`src/rtl/vend_sequencer.sv`:
```
// Next-state sequencer for the vending-machine controller: tracks credit against a
// fixed price and times the dispense / change-return phases on the fsm_state bus.
module vend_sequencer #(
    parameter int unsigned PRICE          = 75,
    parameter int unsigned PULSE_CYCLES   = 4,
    parameter int unsigned TIMEOUT_CYCLES = 1000
) (
    input  logic       clk,
    input  logic       rst_n,
    input  logic       select,
    input  logic       coin_quarter,
    input  logic       coin_dime,
    input  logic       cancel,
    output logic [2:0] fsm_state,
    output logic [7:0] credit,
    output logic [7:0] change_amt,
    output logic       busy
);

    typedef enum logic [2:0] {
        WAITSELECTION = 3'd0,
        WAITPAYMENT   = 3'd1,
        GOTQUARTER    = 3'd2,
        GOTDIME       = 3'd3,
        DISPENSING    = 3'd4,
        CHANGERETURN  = 3'd5
    } state_t;

    localparam int PW = (PULSE_CYCLES > 1) ? $clog2(PULSE_CYCLES) : 1;
    localparam int TW = (TIMEOUT_CYCLES > 1) ? $clog2(TIMEOUT_CYCLES) : 1;
    localparam logic [PW-1:0] PULSE_LAST = PW'(PULSE_CYCLES - 1);
    localparam logic [TW-1:0] TMO_LAST   = TW'(TIMEOUT_CYCLES - 1);
    localparam logic [7:0]    PRICE_C    = 8'(PRICE);

    state_t        r_state;
    logic [7:0]    r_credit;
    logic [7:0]    r_change;
    logic [PW-1:0] r_pulse;
    logic [TW-1:0] r_tmo;
    logic          r_busy;

    state_t        w_state_nx;
    logic [7:0]    w_credit_nx;
    logic [7:0]    w_change_nx;
    logic [PW-1:0] w_pulse_nx;
    logic [TW-1:0] w_tmo_nx;
    logic          w_tmo_hit;
    logic          w_pulse_done;

    assign w_tmo_hit    = (r_tmo == TMO_LAST);
    assign w_pulse_done = (r_pulse == PULSE_LAST);

    always_ff @(posedge clk or negedge rst_n) begin
        if (!rst_n) begin
            r_state  <= WAITSELECTION;
            r_credit <= 8'd0;
            r_change <= 8'd0;
            r_pulse  <= '0;
            r_tmo    <= '0;
            r_busy   <= 1'b0;
        end else begin
            r_state  <= w_state_nx;
            r_credit <= w_credit_nx;
            r_change <= w_change_nx;
            r_pulse  <= w_pulse_nx;
            r_tmo    <= w_tmo_nx;
            r_busy   <= (w_state_nx != WAITSELECTION);
        end
    end

    always_comb begin
        w_state_nx  = r_state;
        w_credit_nx = r_credit;
        w_change_nx = r_change;
        w_pulse_nx  = r_pulse;
        w_tmo_nx    = r_tmo;
        case (r_state)
            WAITSELECTION: begin
                if (select) begin
                    w_state_nx  = WAITPAYMENT;
                    w_credit_nx = 8'd0;
                    w_tmo_nx    = '0;
                end
            end
            WAITPAYMENT: begin
                if (coin_quarter) begin
                    w_state_nx  = GOTQUARTER;
                    w_credit_nx = r_credit + 8'd25;
                    w_tmo_nx    = '0;
                end else if (coin_dime) begin
                    w_state_nx  = GOTDIME;
                    w_credit_nx = r_credit + 8'd10;
                    w_tmo_nx    = '0;
                end else if (cancel || w_tmo_hit) begin
                    w_tmo_nx = '0;
                    if (r_credit != 8'd0) begin
                        w_state_nx  = CHANGERETURN;
                        w_change_nx = r_credit;
                        w_pulse_nx  = '0;
                    end else begin
                        w_state_nx = WAITSELECTION;
                    end
                end else begin
                    w_tmo_nx = r_tmo + TW'(1);
                end
            end
            GOTQUARTER, GOTDIME: begin
                // The timeout is measured from the coin edge, so this cycle counts too.
                w_tmo_nx = r_tmo + TW'(1);
                if (r_credit >= PRICE_C) begin
                    w_state_nx = DISPENSING;
                    w_pulse_nx = '0;
                end else begin
                    w_state_nx = WAITPAYMENT;
                end
            end
            DISPENSING: begin
                if (w_pulse_done) begin
                    w_pulse_nx = '0;
                    if (r_credit > PRICE_C) begin
                        w_state_nx  = CHANGERETURN;
                        w_change_nx = r_credit - PRICE_C;
                    end else begin
                        w_state_nx  = WAITSELECTION;
                        w_credit_nx = 8'd0;
                    end
                end else begin
                    w_pulse_nx = r_pulse + PW'(1);
                end
            end
            CHANGERETURN: begin
                if (w_pulse_done) begin
                    w_state_nx  = WAITSELECTION;
                    w_credit_nx = 8'd0;
                    w_change_nx = 8'd0;
                    w_pulse_nx  = '0;
                end else begin
                    w_pulse_nx = r_pulse + PW'(1);
                end
            end
            default: begin
                w_state_nx  = WAITSELECTION;
                w_credit_nx = 8'd0;
                w_change_nx = 8'd0;
                w_pulse_nx  = '0;
                w_tmo_nx    = '0;
            end
        endcase
    end

    assign fsm_state  = r_state;
    assign credit     = r_credit;
    assign change_amt = r_change;
    assign busy       = r_busy;

endmodule

```
`config.mk`:
```
export PLATFORM = sky130hd
export DESIGN_NAME = vend_sequencer
export DESIGN_NICKNAME = d
export VERILOG_FILES = /design/src/rtl/vend_sequencer.sv
export SDC_FILE = /design/constraint.sdc
export NUM_CORES = 1
export LEC_CHECK = 0
export ABC_AREA = 1
export BUFFER_PORTS_ARGS = -buffer_cell sky130_fd_sc_hd__clkbuf_2
export CORE_ASPECT_RATIO = 0.9
export CORE_MARGIN = 2
export CORE_UTILIZATION = 56
export CTS_BUF_LIST = sky130_fd_sc_hd__clkbuf_8 sky130_fd_sc_hd__clkbuf_16
export DETAILED_ROUTE_END_ITERATION = 10
export MAX_ROUTING_LAYER = met4
export PLACE_DENSITY = 0.77
export SKIP_LAST_GASP = 1
export SLEW_MARGIN = 0
export SYNTH_ARGS = -nofsm -noshare
export SYNTH_HDL_FRONTEND = slang
export SYNTH_SLANG_ARGS = --single-unit
```
`constraint.sdc`:
```
create_clock -name clk -period 4.4 [get_ports clk]
set_clock_uncertainty 0.2 [all_clocks]
set_input_delay 0.88 -clock clk [delete_from_list [all_inputs] [get_ports clk]]
set_output_delay 0.88 -clock clk [all_outputs]
set_load 0.02 [all_outputs]
```
==> results of run 1 <==
==> cell type report <==
cell class / count / share of cell area (%)
multi-input combinational: 259 / 52.4
sequential: 32 / 30.3
inverter: 46 / 6.73
timing repair buffer: 25 / 4.74
clock buffer: 6 / 3.13
tap: 48 / 2.28
clock inverter: 2 / 0.379
==> through the flow <==
| step | instances | total power (W) | utilization, % | hold WS (ns) |
|---|---|---|---|---|
| 6_report | 418 | 0.00167 | 63.9 | 0.276 |
| 4_1_cts | 418 | 0.00168 | 63.9 | 0.282 |
| 5_1_grt | 418 | 0.00181 | 63.9 | 0.303 |
| 2_1_floorplan | 347 | 0.00125 | - | 0.246 |
| 3_3_place_gp | 410 | 0.00142 | 61.7 | 0.268 |
| 3_5_place_dp | 410 | 0.00144 | 61.7 | 0.268 |
==> flip-flops by register name, summed over array words and instances (netlist names) <==
| name | count |
|---|---|
| busy | 1 |
| r_pulse | 2 |
| change_amt | 8 |
| fsm_state | 3 |
| credit | 8 |
| r_tmo | 10 |
==> layer usage <==
metal | up-vias | global-route usage, % | share of wire (%)
met3 | 10 | 4.54 | 5.8
met4 | 0 | 8.64 | 1.5
met2 | 87 | 37.1 | 43
li1 | 1165 | - | -
met5 | - | - | 0
met1 | 1042 | 35.5 | 49
==> cell families after synthesis <==
kind of cell	after synthesis	synth area share [%]
AND/OR/NAND/NOR	203	40.0
buffers and inverters	56	10.7
AO/OA/AOI/OAI	44	11.3
flip-flops	32	32.8
XOR/XNOR	6	2.15
adder cells (fa/ha/maj)	6	3.07
==> worst paths after layout <==
path / from / end / slack (ns) / cells after the start
min in group asynchronous: rst_n / change_amt[0] / 0.46 / 1
max in group asynchronous: rst_n / credit[4] / 3.04 / 1
hold reg to reg: r_pulse[1] / r_pulse[1] / 0.28 / 2
hold / removal: r_pulse[1] / r_pulse[1] / 0.28 / 2
setup / recovery: credit[4] / credit[4] / 2.07 / 1
setup reg to reg: credit[3] / change_amt[7] / 2.14 / 10
==> synth_stat cells (2+ instances only) <==
cell type,instances,area share [%]
a21o_1,2,0.61
o22ai_1,2,0.51
nand3_2,3,1.2
ha_1,6,3.1
inv_2,11,1.7
nand2_2,17,4.3
a21oi_1,9,1.8
nor2_2,3,0.77
nor3_1,3,0.61
inv_1,34,5.2
nand4_1,6,1.5
nor2_1,29,4.5
nand3_1,36,7.4
buf_6,5,2.3
nand2_4,3,1.4
nand2_1,96,15
a31oi_1,2,0.51
buf_2,4,0.82
o21ai_0,16,3.3
xor2_1,5,1.8
dfrtp_1,32,33
o21ai_2,9,3.2
==> power groups by stage <==
stage	logic (W)	clock network, W	registers (W)
3_3_place_gp	0.000903	0	0.000512
5_1_grt	0.00103	0.000253	0.000529
4_1_cts	0.000924	0.000244	0.000510
2_1_floorplan	0.000722	0	0.000532
3_5_place_dp	0.000919	0	0.000516
6_report	0.000924	0.000238	0.000512
==> impl_metrics.json, run 1 <==
{
  "first_pass_iters": 5,
  "hold_class": "register to register",
  "start_util_pct": 59.2,
  "finalSetupViolCount": 0,
  "num_antenna_cells": 0,
  "syn-num-nets": 359,
  "crit_family": "flip-flops",
  "gp_congestion": 0.942,
  "synth_cell_type_count": 36,
  "crit_fanout": 17,
  "h-tree-depth": 2,
  "ys_ff_latch": 32,
  "sequentialPowerShare_pct": 30.6,
  "grt_setup_unrepaired": "false",
  "power_leakage_nw": 1.45,
  "cp-start-kind": "register",
  "via_per_inst": 5.51,
  "p_int_w": 0.000799,
  "grt_pass1_vias": 2036,
  "cts_tree": "built",
  "seq_area_frac_synth_pct": 32.8,
  "wl_per_cell_um": 13.1,
  "comb_power_share_pct": 55.2,
  "p_sw_share_pct": 52.3,
  "die_x_um": 73.7,
  "num-fill-cells": 387,
  "setup_ws_ns": 2.07,
  "cp.arrival_ns": 1.25,
  "cp_slowest_stage_delay_ns": 0.69,
  "holdBufCountCts": 0,
  "die_area_sq_mm": 0.00491,
  "dpl_worst_slack_ns": 2.07,
  "max-vdd-ir-drop_mv": 0.396,
  "clock.fmax_mhz": 429,
  "dr_total_vias": 2304,
  "core-area_sq_mm": 0.00413,
  "cts_root_buf": "clkbuf_8",
  "slew_headroom_pct": 47.7,
  "crit_chain": "clkbuf_2",
  "grt_pass1_wl_um": 9310,
  "finalHoldViolCount": 0,
  "end_kind": "output port",
  "synthCells": 347,
  "async_flop_share_pct": 100,
  "path_buf_inv": 1,
  "grt_start_max_net_pins": 33,
  "insertion_delay_ns": 0.29,
  "cts_buffers": 5,
  "postLayoutCellArea_sq_mm": 0.00264,
  "mostFrequentLayoutCell": "nand2_1",
  "p_sw_w": 0.000876,
  "nets": 381,
  "boundaryPins": 26,
  "ys_warn_count": 0,
  "place_area_sq_mm": 0.00255,
  "finalMaxSlewViolations": 0,
  "worst_pin_slew_ns": 0.784,
  "drcViolationCount": 0,
  "seq_area_sq_um": 801,
  "cts_resized": 0,
  "rows": 22,
  "overflow": 0,
  "fin_setup_tns_ns": 0,
  "ant_nets": 0,
  "maxCapViolCount": 0,
  "post_synth.cell_area_avg_sq_um": 7.05,
  "clk_pin_slew_ns": 0.06,
  "die_y_um": 66.7,
  "portBuffers": 25,
  "multi_input_area_sq_mm": 0.00138,
  "post-route-min-period_ns": 2.33,
  "final_cell_mix": "nand2_1, nand3_1, inv_1",
  "critical_path_class": "register to output port",
  "track_usage_pct": 25.4,
  "cpMaxStageDelayCell": "dfrtp_1",
  "p_clk_share_pct": 14.2,
  "drive_gt1_share_pct": 23.2,
  "outcome": "finished, final reports clean",
  "clkSinkCount": 32,
  "totalWireLength_um": 5460,
  "antenna_found_initial": 0,
  "cp.required_ns": 3.32,
  "area_delta_synth_final_pct": 7.93,
  "drt-initial-drc-count": 189,
  "synth_edf_count": 0,
  "post_cts.repair.setup_buffers": 0,
  "period_share_pct": 53.0,
  "p_per_area_mw_per_mm2": 635,
  "place.detailed.hpwl_um": 4170,
  "synthFlopType": "dfrtp_1",
  "cts.path.max_buffers": 2,
  "synth_area_sq_mm": 0.00244
}
(Power assumes the default switching activity.)
==> run 2: changes to the inputs <==
--- a/config.mk
+++ b/config.mk
@@ -9,11 +9,11 @@
 export BUFFER_PORTS_ARGS = -buffer_cell sky130_fd_sc_hd__clkbuf_2
 export CORE_ASPECT_RATIO = 0.9
 export CORE_MARGIN = 2
-export CORE_UTILIZATION = 56
+export CORE_UTILIZATION = 53
 export CTS_BUF_LIST = sky130_fd_sc_hd__clkbuf_8 sky130_fd_sc_hd__clkbuf_16
 export DETAILED_ROUTE_END_ITERATION = 10
 export MAX_ROUTING_LAYER = met4
-export PLACE_DENSITY = 0.77
+export PLACE_DENSITY = 0.76
 export SKIP_LAST_GASP = 1
 export SLEW_MARGIN = 0
 export SYNTH_ARGS = -nofsm -noshare
==> constraint.sdc (replaced) <==
create_clock -name clk -period 1.9 [get_ports clk]
set_clock_uncertainty 0.2 [all_clocks]
set_input_delay 0.38 -clock clk [delete_from_list [all_inputs] [get_ports clk]]
set_output_delay 0.38 -clock clk [all_outputs]
set_load 0.02 [all_outputs]
==> impl_metrics.json, run 2 (same netlist as run 1, synthesis figures left out) <==
{
  "p_sw_w": 0.00214,
  "busiest_layer": "met2",
  "gr-usage-met1_pct": 35.0,
  "wl_per_cell_um": 12.8,
  "finalMaxSlewViolations": 0,
  "cp.required_ns": 1.87,
  "sequentialPowerShare_pct": 25.2,
  "drcViolationCount": 0,
  "regMostFlops": "r_tmo",
  "largest_reg_flops": 10,
  "period_share_pct": 96.4,
  "finalHoldViolCount": 0,
  "end_kind": "register",
  "p_clk_share_pct": 12.6,
  "gp_congestion": 0.951,
  "p_sw_share_pct": 50.4,
  "area_delta_synth_final_pct": 17.9,
  "slew_headroom_pct": 73.3,
  "cp-start-kind": "register",
  "via_per_inst": 5.25,
  "comb_power_share_pct": 62.2,
  "cp_slowest_stage_delay_ns": 0.40,
  "portBuffers": 25,
  "grt_start_max_net_pins": 33,
  "dr_total_vias": 2377,
  "final_cell_mix": "nand2_1, nand3_1, inv_1",
  "critical_path_class": "register to register",
  "holdWs_ns": 0.218,
  "drive_gt1_share_pct": 29.7,
  "outcome": "finished, final reports clean",
  "use_met2_pct": 36.8,
  "place.detailed.hpwl_um": 4340,
  "cts_buffers": 5,
  "clk_pin_slew_ns": 0.07,
  "p_total_w": 0.00426,
  "core-area_sq_mm": 0.00443,
  "p_int_w": 0.00211,
  "overflow": 0,
  "cpMaxStageDelayCell": "dfrtp_2",
  "grt_pass1_wl_um": 9420,
  "track_usage_pct": 24.5,
  "post-route-min-period_ns": 1.83,
  "drt-initial-drc-count": 156,
  "nets": 402,
  "start_util_pct": 55.2,
  "cts_root_buf": "clkbuf_8",
  "max-vdd-ir-drop_mv": 0.987,
  "dpl_worst_slack_ns": 0.0497,
  "crit_chain": "buf_4, inv_1, ha_1, nand4_1, nand2_2, nand2_2, nand3_4, inv_1, nand2_1, nand2_1",
  "cp.arrival_ns": 1.80,
  "rows": 23,
  "insertion_delay_ns": 0.28,
  "cp_num_cells": 10,
  "antenna_found_initial": 0,
  "maxCapViolCount": 0,
  "met3_usage_pct": 3.98,
  "num_antenna_cells": 0,
  "die_x_um": 75.6,
  "crit_fanout": 6,
  "first_pass_iters": 5,
  "grt_pass1_vias": 2063,
  "totalWireLength_um": 5820,
  "die_area_sq_mm": 0.00517,
  "clkSinkCount": 32,
  "hold_class": "input pin to register",
  "boundaryPins": 26,
  "cts.path.max_buffers": 2,
  "h-tree-depth": 2,
  "worst_pin_slew_ns": 0.401,
  "cts_tree": "built",
  "p_per_area_mw_per_mm2": 1480,
  "hold_depth": 4,
  "crit_family": "simple AND/OR/NAND/NOR gates",
  "setup_ws_ns": 0.0676,
  "mostFrequentLayoutCell": "nand2_1",
  "power_leakage_nw": 1.56,
  "die_y_um": 68.4,
  "ant_nets": 0,
  "finalSetupViolCount": 0,
  "r2r_cells": 10,
  "path_buf_inv": 3,
  "grt_setup_unrepaired": "true",
  "clock.fmax_mhz": 546
}
run 2: through the flow:
step	utilization, %	area (sq um)	std cells	TNS [ns]
4_1_cts	63.6	2820	451	0
3_3_place_gp	61.2	2710	442	0
2_1_floorplan	-	2450	347	0
6_report	65.0	2880	453	0
3_5_place_dp	61.2	2710	442	0
5_1_grt	65.0	2880	453	-0.411
run 2: cell type report:
type | count | area, sq um
fillers | 436 | 1550
multi-input cells | 260 | 1440
flip-flops and latches | 32 | 805
repair buffers | 45 | 290
inverters | 46 | 180
clock buffers | 6 | 82.6
well taps | 62 | 77.6
clock inverters | 2 | 10.0
run 2: tightest hold or removal path, cell delays in order:
cell and delay [ns]:
clkbuf_2 0.11, nor3_1 0.05, nand3_1 0.05, nand3_1 0.06
run 2: power by group through the flow:
stage	Clock (W)	Sequential, W	Combinational [W]
finish	0.000538	0.00107	0.00264
global route	0.000573	0.00110	0.00292
CTS	0.000552	0.00106	0.00250
detailed placement	0	0.00107	0.00248
global placement	0	0.00106	0.00244
floorplan	0	0.00123	0.00167
run 2: timing repair:
item,4_1_cts,5_1_grt
hold buffers,1,0
endpoints found under the setup margin,0,25
endpoints found under the hold margin,32,0
setup buffers,0,1
gates resized for setup,0,13
run 2: path summary, 6_finish.rpt:
check                            from             to  slack (ns)
hold reg to reg            r_pulse[1]     r_pulse[1]        0.28
setup reg to reg            credit[1]  change_amt[1]        0.07
max in group asynchronous       rst_n      credit[0]        0.72
setup / recovery            credit[1]  change_amt[1]        0.07
hold / removal              coin_dime       r_tmo[8]        0.22
min in group asynchronous       rst_n  change_amt[6]        0.46
run 2: per-layer routing:
| layer | share of wire (%) | vias up |
|---|---|---|
| li1 | - | 1203 |
| met1 | 44 | 1074 |
| met2 | 47 | 92 |
| met3 | 7.2 | 8 |
| met4 | 1.0 | 0 |
| met5 | 0 | - |
